**config.mk**
```make
export PLATFORM = sky130hd
export DESIGN_NAME = marmot_wb_sram_bridge
export DESIGN_NICKNAME = d
export VERILOG_FILES = /design/src/rtl/marmot_wb_pkg.sv /design/src/rtl/marmot_sram_bank_mux.sv /design/src/rtl/marmot_wb_sram_bridge.sv
export SDC_FILE = /design/constraint.sdc
export NUM_CORES = 1
export LEC_CHECK = 0
export ABC_AREA = 1
export ABC_CLOCK_PERIOD_IN_PS = 3500
export BUFFER_PORTS_ARGS = -buffer_cell sky130_fd_sc_hd__buf_2
export CAP_MARGIN = 20
export CELL_PAD_IN_SITES_DETAIL_PLACEMENT = 0
export CELL_PAD_IN_SITES_GLOBAL_PLACEMENT = 1
export CORE_AREA = 2 2 196 198
export DETAILED_ROUTE_END_ITERATION = 6
export DIE_AREA = 0 0 198 200
export PLACE_DENSITY = 0.68
export SYNTH_ARGS = -nofsm -noshare
export SYNTH_HDL_FRONTEND = slang
export SYNTH_HIERARCHICAL = 1
export SYNTH_SLANG_ARGS = --single-unit
```
**constraint.sdc**
```tcl
create_clock -name clk -period 3.5 [get_ports clk]
set_input_delay 0.35 -clock clk [delete_from_list [all_inputs] [get_ports clk]]
set_output_delay 0.35 -clock clk [all_outputs]
set_load 0.01 [all_outputs]
```
**src/rtl/marmot_wb_pkg.sv**
```systemverilog
`default_nettype none
// ============================================================================
// Module      : marmot_wb_pkg
// Description : Shared constants and types for the Wishbone-to-SRAM bridge:
//               address map offsets, CTRL bit positions and FSM states.
// Revision    : 1.0 - initial release
// ============================================================================
package marmot_wb_pkg;

   localparam logic [31:0] BASE_ADDR_DEF = 32'h3000_0000;

   // Offsets relative to the bridge base address
   localparam logic [31:0] WINDOW_OFS  = 32'h0000_0000;
   localparam logic [31:0] WINDOW_SIZE = 32'h0000_4000;
   localparam logic [31:0] CTRL_OFS    = 32'h0000_8000;

   // CTRL register bit positions
   localparam int CTRL_OWN_BIT = 0;
   localparam int CTRL_ERR_BIT = 1;

   typedef enum logic [1:0] {
      ST_IDLE   = 2'd0,
      ST_ACCESS = 2'd1,
      ST_RDATA  = 2'd2,
      ST_ACK    = 2'd3
   } wb_state_e;

endpackage
`default_nettype wire

```
**src/rtl/marmot_sram_bank_mux.sv**
```systemverilog
`default_nettype none
// ============================================================================
// Module      : marmot_sram_bank_mux
// Description : Splits a word address into bank / in-bank word, drives the
//               active-low per-bank chip selects, and returns the read data
//               of the bank remembered from the last enabled access.
// Revision    : 1.0 - initial release
// ============================================================================
module marmot_sram_bank_mux #(
   parameter int ADDR_W = 12,
   parameter int NBANKS = 8,
   parameter int DATA_W = 32,
   parameter int BANK_W = $clog2(NBANKS)
) (
   input  logic                           clk,
   input  logic                           rst_n,
   input  logic                           en,
   input  logic [ADDR_W-1:0]              addr,
   input  logic [NBANKS-1:0][DATA_W-1:0]  rdata,
   output logic [NBANKS-1:0]              csb,
   output logic [ADDR_W-BANK_W-1:0]       word,
   output logic [DATA_W-1:0]              rdata_sel
);

   logic [BANK_W-1:0] bank;
   logic [BANK_W-1:0] bank_q;

   assign bank = addr[ADDR_W-1 -: BANK_W];
   assign word = addr[ADDR_W-BANK_W-1:0];

   // One-hot-low chip select for the addressed bank while enabled
   generate
      for (genvar i = 0; i < NBANKS; i++) begin : g_csb
         assign csb[i] = ~(en && (bank == BANK_W'(i)));
      end
   endgenerate

   // Remember which bank was accessed so its data can be picked next cycle
   always_ff @(posedge clk or negedge rst_n) begin
      if (!rst_n) begin
         bank_q <= '0;
      end else if (en) begin
         bank_q <= bank;
      end
   end

   assign rdata_sel = rdata[bank_q];

endmodule
`default_nettype wire

```
**src/rtl/marmot_wb_sram_bridge.sv**
```systemverilog
`default_nettype none
// ============================================================================
// Module      : marmot_wb_sram_bridge
// Description : Wishbone slave giving the management core access to the
//               8-bank data SRAM. Core RW0 traffic passes through unless the
//               WB side owns the macros, in which case the core is held in
//               reset and the macro pins follow the latched WB request.
// Revision    : 1.0 - initial release
// ============================================================================
module marmot_wb_sram_bridge
   import marmot_wb_pkg::*;
#(
   parameter logic [31:0] BASE_ADDR = BASE_ADDR_DEF,
   parameter int          ADDR_W    = 12,
   parameter int          NBANKS    = 8
) (
   input  logic                               clk,
   input  logic                               rst_n,
   input  logic                               wbs_stb_i,
   input  logic                               wbs_cyc_i,
   input  logic                               wbs_we_i,
   input  logic [3:0]                         wbs_sel_i,
   input  logic [31:0]                        wbs_adr_i,
   input  logic [31:0]                        wbs_dat_i,
   output logic                               wbs_ack_o,
   output logic [31:0]                        wbs_dat_o,
   input  logic [ADDR_W-1:0]                  core_addr,
   input  logic                               core_en,
   input  logic                               core_wmode,
   input  logic [31:0]                        core_wdata,
   input  logic [3:0]                         core_wmask,
   output logic [31:0]                        core_rdata,
   output logic                               core_rst_n,
   output logic [ADDR_W-$clog2(NBANKS)-1:0]   ram_addr,
   output logic [31:0]                        ram_wdata,
   output logic [3:0]                         ram_wmask,
   output logic [NBANKS-1:0]                  ram_csb,
   output logic                               ram_web,
   input  logic [31:0]                        ram_rdata0,
   input  logic [31:0]                        ram_rdata1,
   input  logic [31:0]                        ram_rdata2,
   input  logic [31:0]                        ram_rdata3,
   input  logic [31:0]                        ram_rdata4,
   input  logic [31:0]                        ram_rdata5,
   input  logic [31:0]                        ram_rdata6,
   input  logic [31:0]                        ram_rdata7
);

   wb_state_e               state, state_nxt;
   logic                    req, win_hit, ctrl_hit;
   logic [31:0]             offset;
   logic [ADDR_W-1:0]       wadr_q;
   logic [31:0]             dat_q;
   logic                    we_q;
   logic [3:0]              sel_q;
   logic                    ctrl_q;
   logic                    own, err;
   logic                    wb_en;
   logic                    err_set, ctrl_wr;
   logic                    src_en;
   logic [ADDR_W-1:0]       src_addr;
   logic [31:0]             sel_rdata;
   logic [NBANKS-1:0][31:0] rdata_all;

   assign req      = wbs_stb_i & wbs_cyc_i;
   assign offset   = wbs_adr_i - BASE_ADDR;
   assign win_hit  = (offset - WINDOW_OFS) < WINDOW_SIZE;
   assign ctrl_hit = (offset == CTRL_OFS);

   // FSM state register; reset aborts any transaction without an ack
   always_ff @(posedge clk or negedge rst_n) begin
      if (!rst_n) begin
         state <= ST_IDLE;
      end else begin
         state <= state_nxt;
      end
   end

   // Next-state, ack and WB-side macro enable
   always_comb begin
      state_nxt = state;
      wbs_ack_o = 1'b0;
      wb_en     = 1'b0;
      case (state)
         ST_IDLE: begin
            if (req) begin
               state_nxt = (win_hit && own) ? ST_ACCESS : ST_ACK;
            end
         end
         ST_ACCESS: begin
            // A write with no bytes selected touches no macro
            wb_en = !(we_q && (sel_q == 4'b0000));
            if (!wbs_cyc_i) begin
               state_nxt = ST_IDLE;
            end else begin
               state_nxt = we_q ? ST_ACK : ST_RDATA;
            end
         end
         ST_RDATA: begin
            state_nxt = wbs_cyc_i ? ST_ACK : ST_IDLE;
         end
         ST_ACK: begin
            wbs_ack_o = 1'b1;
            state_nxt = ST_IDLE;
         end
         default: state_nxt = ST_IDLE;
      endcase
   end

   // Request latch and read-data register
   always_ff @(posedge clk or negedge rst_n) begin
      if (!rst_n) begin
         wadr_q    <= '0;
         dat_q     <= '0;
         we_q      <= 1'b0;
         sel_q     <= '0;
         ctrl_q    <= 1'b0;
         wbs_dat_o <= '0;
      end else if (state == ST_IDLE && req) begin
         wadr_q    <= offset[ADDR_W+1:2];
         dat_q     <= wbs_dat_i;
         we_q      <= wbs_we_i;
         sel_q     <= wbs_sel_i;
         ctrl_q    <= ctrl_hit;
         // CTRL reads return the register; everything else answers 0 here
         wbs_dat_o <= (ctrl_hit && !wbs_we_i) ? {30'd0, err, own} : 32'd0;
      end else if (state == ST_RDATA) begin
         wbs_dat_o <= sel_rdata;
      end
   end

   assign err_set = (state == ST_IDLE) && req && win_hit && !own;
   assign ctrl_wr = (state == ST_ACK) && ctrl_q && we_q;

   // CTRL register: own is plain RW, err is sticky with set priority over W1C
   always_ff @(posedge clk or negedge rst_n) begin
      if (!rst_n) begin
         own <= 1'b0;
         err <= 1'b0;
      end else begin
         if (ctrl_wr) begin
            own <= dat_q[CTRL_OWN_BIT];
         end
         if (err_set) begin
            err <= 1'b1;
         end else if (ctrl_wr && dat_q[CTRL_ERR_BIT]) begin
            err <= 1'b0;
         end
      end
   end

   assign src_en   = own ? wb_en  : core_en;
   assign src_addr = own ? wadr_q : core_addr;

   assign rdata_all = {ram_rdata7, ram_rdata6, ram_rdata5, ram_rdata4,
                       ram_rdata3, ram_rdata2, ram_rdata1, ram_rdata0};

   marmot_sram_bank_mux #(
      .ADDR_W (ADDR_W),
      .NBANKS (NBANKS),
      .DATA_W (32)
   ) u_bank_mux (
      .clk       (clk),
      .rst_n     (rst_n),
      .en        (src_en),
      .addr      (src_addr),
      .rdata     (rdata_all),
      .csb       (ram_csb),
      .word      (ram_addr),
      .rdata_sel (sel_rdata)
   );

   assign ram_wdata  = own ? dat_q : core_wdata;
   assign ram_wmask  = own ? sel_q : core_wmask;
   assign ram_web    = own ? ~(wb_en & we_q) : ~(core_en & core_wmode);
   assign core_rdata = own ? 32'd0 : sel_rdata;
   assign core_rst_n = ~own;

endmodule
`default_nettype wire
```
==> impl_metrics.yaml <==
run_status:
  status: "complete, no violations"
critical_path:
  arrival_ns: 2.49
  crit_fanout: 50
  critPathLaunchType: "register"
  crit_path_cell_trace: "inv_4, buf_4, nand2_1, nand3_1, nand2_1, nand2_1, nand2_1, inv_1, nor2_1, buf_2"
  crit_required_ns: 3.15
  critPathKind: "reg2out"
  rrSetupSlack_ns: 1.29
  cp_top_family: "buffers and inverters"
  reg2reg_from: "state[0]"
  cp-end-kind: "primary output"
  crit_start: "u_bank_mux/bank_q[0]"
  max_stage_delay_ns: 0.51
  cpMostUsedCell: "nand2_1"
  path_buf_inv: 4
  critPathSlowestCell: "dfrtp_4"
placed_design:
  portBuffers: 498
  placed_area_sq_um: 10700
  dp.cells: 2430
  gp_congestion: 0.877
  hpwl_um: 30800
yosys:
  synth_cell_types: 23
  yosys.area_share.simple: 0.475
  synthCells: 1496
  yosys_warnings: 6
  yosysSeqAreaShare: 0.279
  synthAdderAreaFrac: 0
  synth_compound_area_frac: 0.0316
  ys_seq_elements: 89
  muxShareOfSynthArea: 0
  synth_fp_nets: 1875
  netlist_area_sq_um: 7990
  synth_top_family_by_area: "simple AND/OR/NAND/NOR gates"
  synth_xor_area_frac: 0
  synth.avg_cell_area_sq_um: 5.34
routing:
  drtIter0Drc: 518
  vias_per_cell: 4.14
  postRouteAntennaNets: 0
  routedWlPerCell_um: 15.7
  vias: 10200
  first_pass_iters: 5
  route.detailed.drc: 0
  drt-total-wl_um: 38600
timing:
  tns_ns: 0
  fmax_mhz: 352
  finalHoldViolCount: 0
  relSlewSlack: 0.423
  min_period_ns: 2.84
  fin_skew_ns: 0.0116
  worst_slew_pin_slew_ns: 0.864
  drv_slew: 0
  rsz0062_at_grt: "false"
  period_share: 0.811
  setup_viol: 0
die:
  rows: 71
  start_util: 0.214
  top_level_ports: 499
  die_y_um: 200
  floorplan.die_area_sq_um: 39600
  core_sq_um: 37400
  fp.dieW_um: 198
hold_path:
  hold_path.class: "in2async"
finish:
  drive_gt1_frac: 0.279
  fin_cells: 2451
  nets: 2309
  syn_to_final_growth_pct: 38.2
  design_area_sq_um: 11000
power_and_ir_drop:
  p_leak_nw: 7.40
  power_mw: 8.41
  cellPowerDensity_nw_per_um2: 761
  ir_drop_uv: 381
clock_network:
  cts_tree: "yes"
  clk_pin_slew_ns: 0.08
  worstSkewPairLatency_ns: 0.36
  cts_setup_buffers: 0
  cts_buffers: 9
  cts_buffer_depth: 2
  cts_hold_buf: 0
  clk_root_buffer_cell: "clkbuf_16"
  numClockSinks: 89
  ctsResizeCount: 0
  htreeDepth: 3
grt:
  grt_start_max_net_pins: 129
  antenna_found_initial: 6
  grt_pass1_wl_um: 56200
  grt_pass1_vias: 9693
  grt.overflow.total: 0
  grt_use_total: 0.189
flow_run:
  drv_cap: 0
==> layout make-up <==
class                      count  area (sq um)
inverter                     310          1170
tap                          511           639
timing repair buffer         513          2650
fill                        4409         26400
multi-input combinational   1007          4050
clock inverter                 7          73.8
sequential                    89          2230
antenna                        5          12.5
clock buffer                   9           225
==> placed cells by master, fill, tap and decap left out, drive strengths merged <==
cell type,count
nand2,753
buf,513
inv,313
nand3,134
dfrtp,89
nor2,63
o21ai,47
clkbuf,9
diode,5
nor3,3
nand4,2
a21oi,2
clkinvlp,2
clkinv,2
a211oi,1
and2,1
nor2b,1
==> registers in the layout, indices dropped and copies added (netlist names), 2 cells and up <==
register           count
state                  2
sel_q                  4
dat_q                 32
wbs_dat_o             32
wadr_q                12
u_bank_mux/bank_q      3
==> synthesized netlist by cell type <==
cell | count | area share
nor2_4 | 1 | 0.0014
and2_0 | 1 | 0.00078
buf_4 | 21 | 0.020
nor2_1 | 61 | 0.029
o21ai_0 | 42 | 0.026
inv_2 | 2 | 0.00094
nor2_2 | 1 | 0.00078
nand3_1 | 134 | 0.084
nor3_4 | 1 | 0.0020
nor2b_1 | 1 | 0.00078
inv_1 | 308 | 0.14
nand4_1 | 2 | 0.0016
buf_1 | 6 | 0.0028
clkbuf_1 | 16 | 0.0075
buf_2 | 35 | 0.022
dfrtp_1 | 89 | 0.28
nand2_1 | 752 | 0.35
nor3_1 | 2 | 0.0013
a21oi_1 | 2 | 0.0013
a211oi_1 | 1 | 0.00094
buf_6 | 12 | 0.017
nand2_2 | 1 | 0.00078
o21ai_1 | 5 | 0.0031
==> where the power goes <==
group | internal (mW) | switching (mW)
Clock | 0.506 | 0.524
Combinational | 1.79 | 3.80
Sequential | 1.50 | 0.296
==> stage by stage <==
stage | setup WS, ns | utilization | hold slack (ns)
5_1_grt | 0.500 | 0.295 | 0.0670
4_1_cts | 0.661 | 0.295 | 0.0562
2_1_floorplan | 1.80 | - | 0.0544
6_report | 0.660 | 0.295 | 0.0278
3_3_place_gp | 1.10 | 0.287 | 0.450
3_5_place_dp | 1.06 | 0.287 | 0.453
==> metal layers <==
layer,global-route usage,part of all wire,up-vias
li1,-,-,5175
met1,0.248,0.45,4632
met2,0.328,0.49,316
met3,0.0245,0.046,30
met4,0.0451,0.016,2
met5,0,0.00034,-
==> worst reg2reg max path, cell delays in order (launching register included) <==
cell	delay [ns]
dfrtp_1	0.45
inv_1	0.09
nand2_2	0.06
buf_4	0.34
inv_1	0.15
nor2_4	0.70
inv_1	0.14
nor2_1	0.12
a21oi_1	0.05
==> cells by family (layout without fill, tap and decap cells) <==
family / Yosys count / after routing
other: 0 / 5
flip-flops: 89 / 89
AND/OR/NAND/NOR: 957 / 957
AO/OA/AOI/OAI: 50 / 50
buffers and inverters: 400 / 839
==> worst paths after layout <==
| check | end | depth (start not counted) |
|---|---|---|
| min in group clk | dat_q[31] | 3 |
| max | core_rdata[28] | 10 |
| max in group asynchronous | u_bank_mux/bank_q[1] | 2 |
| max reg2reg | wbs_dat_o[1] | 8 |
| min reg2reg | dat_q[20] | 2 |
| min | dat_q[10] | 2 |
No activity file was read; power rests on OpenSTA's default activity.
